===== src/rtl/wb_initiator.sv =====
// Single-outstanding Wishbone B3 classic master: one bus cycle per command, with a per-cycle watchdog.
// Optional: define WB_INITIATOR_ERR_EN to add wbm_err_i (err > ack > timeout).
module wb_initiator #(
   parameter int TIMEOUT_CYCLES = 16,
   parameter int CNT_WIDTH      = 8
) (
   input  logic                 wb_clk_i,
   input  logic                 wb_rst_ni,
   input  logic                 cmd_valid_i,
   output logic                 cmd_ready_o,
   input  logic                 cmd_we_i,
   input  logic [31:0]          cmd_adr_i,
   input  logic [31:0]          cmd_dat_i,
   input  logic [3:0]           cmd_sel_i,
   output logic                 rsp_valid_o,
   input  logic                 rsp_ready_i,
   output logic [31:0]          rsp_dat_o,
   output logic [1:0]           rsp_status_o,
   output logic [CNT_WIDTH-1:0] txn_count_o,
   output logic                 wbm_cyc_o,
   output logic                 wbm_stb_o,
   output logic                 wbm_we_o,
   output logic [3:0]           wbm_sel_o,
   output logic [31:0]          wbm_adr_o,
   output logic [31:0]          wbm_dat_o,
`ifdef WB_INITIATOR_ERR_EN
   input  logic                 wbm_err_i,
`endif
   input  logic                 wbm_ack_i,
   input  logic [31:0]          wbm_dat_i
);

   typedef enum logic [1:0] {IDLE, BUS, RESP} state_t;

   localparam logic [1:0] ST_ACK = 2'b00;
   localparam logic [1:0] ST_TMO = 2'b01;
   localparam logic [1:0] ST_ERR = 2'b10;
   localparam logic [CNT_WIDTH-1:0] TMO_LAST = CNT_WIDTH'(TIMEOUT_CYCLES - 1);

   state_t               state;
   logic [CNT_WIDTH-1:0] tmo_cnt;
   logic                 bus_err;

`ifdef WB_INITIATOR_ERR_EN
   assign bus_err = wbm_err_i;
`else
   assign bus_err = 1'b0;
`endif

   always_ff @(posedge wb_clk_i or negedge wb_rst_ni) begin
      if (!wb_rst_ni) begin
         state        <= IDLE;
         cmd_ready_o  <= 1'b1;
         rsp_valid_o  <= 1'b0;
         rsp_dat_o    <= '0;
         rsp_status_o <= ST_ACK;
         txn_count_o  <= '0;
         tmo_cnt      <= '0;
         wbm_cyc_o    <= 1'b0;
         wbm_stb_o    <= 1'b0;
         wbm_we_o     <= 1'b0;
         wbm_sel_o    <= '0;
         wbm_adr_o    <= '0;
         wbm_dat_o    <= '0;
      end else begin
         case (state)
            IDLE: if (cmd_valid_i) begin
               wbm_we_o    <= cmd_we_i;
               wbm_adr_o   <= cmd_adr_i;
               wbm_dat_o   <= cmd_dat_i;
               wbm_sel_o   <= cmd_sel_i;
               wbm_cyc_o   <= 1'b1;
               wbm_stb_o   <= 1'b1;
               tmo_cnt     <= '0;
               cmd_ready_o <= 1'b0;
               state       <= BUS;
            end
            BUS: begin
               // Any termination drops cyc/stb on the sampling edge and presents the response.
               if (bus_err || wbm_ack_i || tmo_cnt == TMO_LAST) begin
                  wbm_cyc_o   <= 1'b0;
                  wbm_stb_o   <= 1'b0;
                  rsp_valid_o <= 1'b1;
                  state       <= RESP;
                  if (bus_err) begin
                     rsp_dat_o    <= '0;
                     rsp_status_o <= ST_ERR;
                  end else if (wbm_ack_i) begin
                     rsp_dat_o    <= wbm_we_o ? 32'h0 : wbm_dat_i;
                     rsp_status_o <= ST_ACK;
                  end else begin
                     rsp_dat_o    <= '0;
                     rsp_status_o <= ST_TMO;
                  end
               end else begin
                  tmo_cnt <= tmo_cnt + CNT_WIDTH'(1);
               end
            end
            RESP: if (rsp_ready_i) begin
               rsp_valid_o <= 1'b0;
               txn_count_o <= txn_count_o + CNT_WIDTH'(1);
               cmd_ready_o <= 1'b1;
               state       <= IDLE;
            end
            default: state <= IDLE;
         endcase
      end
   end

endmodule

===== config.mk =====
export PLATFORM = sky130hd
export DESIGN_NAME = wb_initiator
export DESIGN_NICKNAME = d
export VERILOG_FILES = /design/src/rtl/wb_initiator.sv
export SDC_FILE = /design/constraint.sdc
export NUM_CORES = 1
export LEC_CHECK = 0
export ABC_AREA = 1
export BUFFER_PORTS_ARGS = -buffer_cell sky130_fd_sc_hd__buf_2
export CAP_MARGIN = 5
export CORE_MARGIN = 2
export CORE_UTILIZATION = 49
export CTS_BUF_LIST = sky130_fd_sc_hd__clkbuf_2
export DETAILED_ROUTE_END_ITERATION = 6
export PLACE_DENSITY = 0.82
export REMOVE_ABC_BUFFERS = 1
export SKIP_LAST_GASP = 1
export SLEW_MARGIN = 20
export SYNTH_ARGS = -nofsm -noshare
export SYNTH_HDL_FRONTEND = slang
export SYNTH_SLANG_ARGS = --single-unit

===== constraint.sdc =====
create_clock -name wb_clk_i -period 1.6 [get_ports wb_clk_i]
set_clock_uncertainty 0.05 [all_clocks]
set_input_delay 0.24 -clock wb_clk_i [delete_from_list [all_inputs] [get_ports wb_clk_i]]
set_output_delay 0.24 -clock wb_clk_i [all_outputs]
set_load 0.01 [all_outputs]

==> metrics.md <==
| Metric | Value |
|---|---|
| CTS Buf Count | `17` |
| Overflow after GRT | `0` |
| Gpl congestion | `0.847` |
| Chip width | `105 µm` |
| TritonRoute pass-1 iters | `7` |
| Worst hold path type | `input pin to asynchronous set/reset pin` |
| Avg Inst Size Synth | `8.85 µm²` |
| Clk slew on worst S/H paths | `between 0.15 and 0.2 ns` |
| Slew @ Worst Pin | `0.623 ns` |
| Fmax achieved | `629 MHz` |
| Synth area leaders | `dfrtp_1 61%, nand2_1 24%, nand4_1 4.1%` |
| Post-DRT Antenna Nets | `0` |
| Final worst slack | `0.00939 ns` |
| Initial antenna violation count | `1` |
| Post-synthesis cell count | `565` |
| Fin. Hold Viols | `0` |
| Class of the most critical setup path | `flop to output port` |
| H-tree levels | `4` |
| Critical path's slowest cell | `dfstp_2` |
| Max-slew violations | `0` |
| Die area | `11000 µm²` |
| Slowest stage delay, CP | `0.58 ns` |
| CP cell instances | `buf_6` |
| Leakage | `4.70 nW` |
| Routed WL | `19.7 mm` |
| Outcome | `complete, no violations` |
| Yosys top cell by area | `dfrtp_1` |
| Proportion of synthesized area in mux cells | `0` |
| Startpoint Class | `flop` |
| Min Tclk post-route | `1.59 ns` |
| Port buffer count | `between 200 and 250` |
| Initial DRC count | `between 400 and 500` |
| FP Rows | `36` |
| IO Count | `221` |
| Core Footprint | `around 9800 µm²` |
| Total placed instance area | `6240 µm²` |
| TritonCTS clock tree | `built` |
| Clock sinks | `~120` |
| Wirelength per Cell | `17.9 µm` |
| Largest family of logic cells by synthesized area | `simple AND/OR/NAND/NOR gates` |
| Clock Tree Buf Depth | `2` |
| CP required | `1.31 ns` |
| Synth Register Bits | `around 120` |
| Via/cell ratio | `5.30` |
| CP arrival | `approximately 1.3 ns` |
| XOR/XNOR Fraction of Synth Area | `0.0123` |
| P&R area growth vs syn | `65.8%` |
| Vias | `5842` |
| DRC Markers | `0` |
| Critical path buffer and inverter count | `1` |
| Top-area cell type share of the netlist area | `0.611` |
| Pwr per Cell Area | `1760 nW/µm²` |
| Vias in the first global route | `approximately 5600` |
| Compound-gate portion of the synthesized area | `0.00676` |
| Initial core utilization | `0.509` |
| Peak supply drop | `around 1000 µV` |
| Mapped cell area | `5000 µm²` |
| CP top delay family | `flip-flops` |
| Unique masters post-synth | `27` |
| Adder-cell share of the synthesized area | `0.00501` |
| Period utilization | `0.994` |
| Synth Area in Simple Gates | `0.317` |
| Die span in y | `105 µm` |
| Final net count | `1063` |
| Worst Path Max Fanout | `2` |
| YS warnings | `0` |
| Relative slew margins | `0.584` |
| Ratio of cells with drive above 1 in the final layout | `0.351` |
| First-pass GRT wire length | `27.4 mm` |
| Largest net degree at the start of global routing | `75` |
| Post-Place Worst Slack | `0.0488 ns` |
| MaxCap Viol Count | `0` |
| Estimated wirelength of the detail-placed design | `9.06 mm` |
| Endpoint class of the critical path | `output port` |
| Final instance area | `a little over 8000 µm²` |
| Final setup fails | `0` |
| Flop2flop setup slack | `0.06 ns` |
| Seq/Total Area, Yosys | `0.616` |
| GRT Util Overall | `0.313` |
| Clock root buffer | `clkbuf_2` |
| RSZ-0062 raised after global routing | `yes` |
| Later-pin clock latency in the skew report | `0.63 ns` |
-- cell families after synthesis --
| kind of cell | count (synthesis) |
|---|---|
| and+or+nand+nor | 384 |
| other | 1 |
| DFF | 123 |
| xor gates and xnor gates | 7 |
| AOI/OAI and AO/OA | 4 |
| adders and majority gates | 2 |
| buffers and inverters | 44 |
-- timing repair --
item                                    CTS  global route
hold buffers                            104             0
setup buffers                             8            59
endpoints found under the hold margin   235             0
gates resized for setup                   1            43
gates cloned                              0             0
endpoints found under the setup margin   11           124
pin swaps                                 0             1
-- per-stage QoR --
stage	total power [mW]	utilization	TNS, ns	hold WS (ns)	instances
2_1_floorplan	7.60	-	-94.35	-0.106	535
3_3_place_gp	9.67	0.636	0	0.233	898
3_5_place_dp	9.92	0.636	0	0.245	898
4_1_cts	12.6	0.779	-0.0655	0.0126	1042
5_1_grt	15.3	0.844	-1.75	0.0398	1102
6_report	14.6	0.844	0	0.0978	1102
-- worst paths after layout --
path	from	cells past startpoint	endpoint
max in group asynchronous	wb_rst_ni	3	wbm_adr_o[30]$_DFFE_PN0P_
max reg2reg	tmo_cnt[1]$_DFFE_PN0P_	7	rsp_dat_o[30]$_DFFE_PN0P_
max	cmd_ready_o$_DFFE_PN1P_	1	cmd_ready_o
min	wb_rst_ni	3	rsp_dat_o[14]$_DFFE_PN0P_
min reg2reg	cmd_ready_o$_DFFE_PN1P_	2	cmd_ready_o$_DFFE_PN1P_
min in group wb_clk_i	cmd_valid_i	6	wbm_dat_o[23]$_DFFE_PN0P_
-- registers in the layout, indices dropped and copies added (netlist names) --
register,count
rsp_valid_o,1
tmo_cnt,8
wbm_we_o,1
wbm_sel_o,4
txn_count_o,8
wbm_dat_o,32
rsp_status_o,1
rsp_dat_o,32
cmd_ready_o,1
wbm_adr_o,32
wbm_stb_o,1
state,2
-- cells in the mapped netlist, drive strengths merged --
cell / count
dfrtp: 122
conb: 1
xnor2: 3
nand4: 33
nor2: 14
xor2: 4
nand3b: 2
nand3: 18
nor3b: 1
o21ai: 3
inv: 14
nor3: 2
ha: 2
clkbuf: 7
buf: 23
o21bai: 1
dfstp: 1
nand2: 314
-- area by class of cell --
cell class / count / area (µm²)
inverters: 14 / 52.6
well taps: 133 / 166
repair buffers: 401 / 2970
diodes: 1 / 2.50
flip-flops and latches: 123 / 3080
multi-input cells: 398 / 1720
clock buffers: 20 / 100
fillers: 517 / 1530
clock inverters: 12 / 196
-- layer usage --
metal  global-route usage  wire length (µm)  up-vias
li1                     -                 -     2554
met1                0.360              7020     2750
met2                0.540             10000      459
met3                0.107              1930       79
met4                0.115               697        0
met5                    0                 0        -
-- layout by cell type (no fill, tap or decap), drive strengths merged --
| cell | n |
|---|---|
| inv | 14 |
| bufinv | 5 |
| diode | 1 |
| nor2 | 14 |
| dfstp | 1 |
| clkinvlp | 2 |
| o21bai | 1 |
| nand4 | 33 |
| ha | 2 |
| buf | 297 |
| dlygate4sd3 | 104 |
| xnor2 | 3 |
| clkinv | 5 |
| dfrtp | 122 |
| nand2 | 314 |
| nor3b | 1 |
| xor2 | 4 |
| clkbuf | 20 |
| nand3 | 18 |
| o21ai | 3 |
| nor3 | 2 |
| nand3b | 2 |
| conb | 1 |
-- report_power, final --
part           internal (mW)  leakage (nW)  switching [mW]  total (mW)
sequential              4.39          1.55           0.893        5.28
combinational           3.17          2.98            3.74        6.91
clock                   1.20         0.172            1.17        2.37
Power figures use the tool's default switching activity.
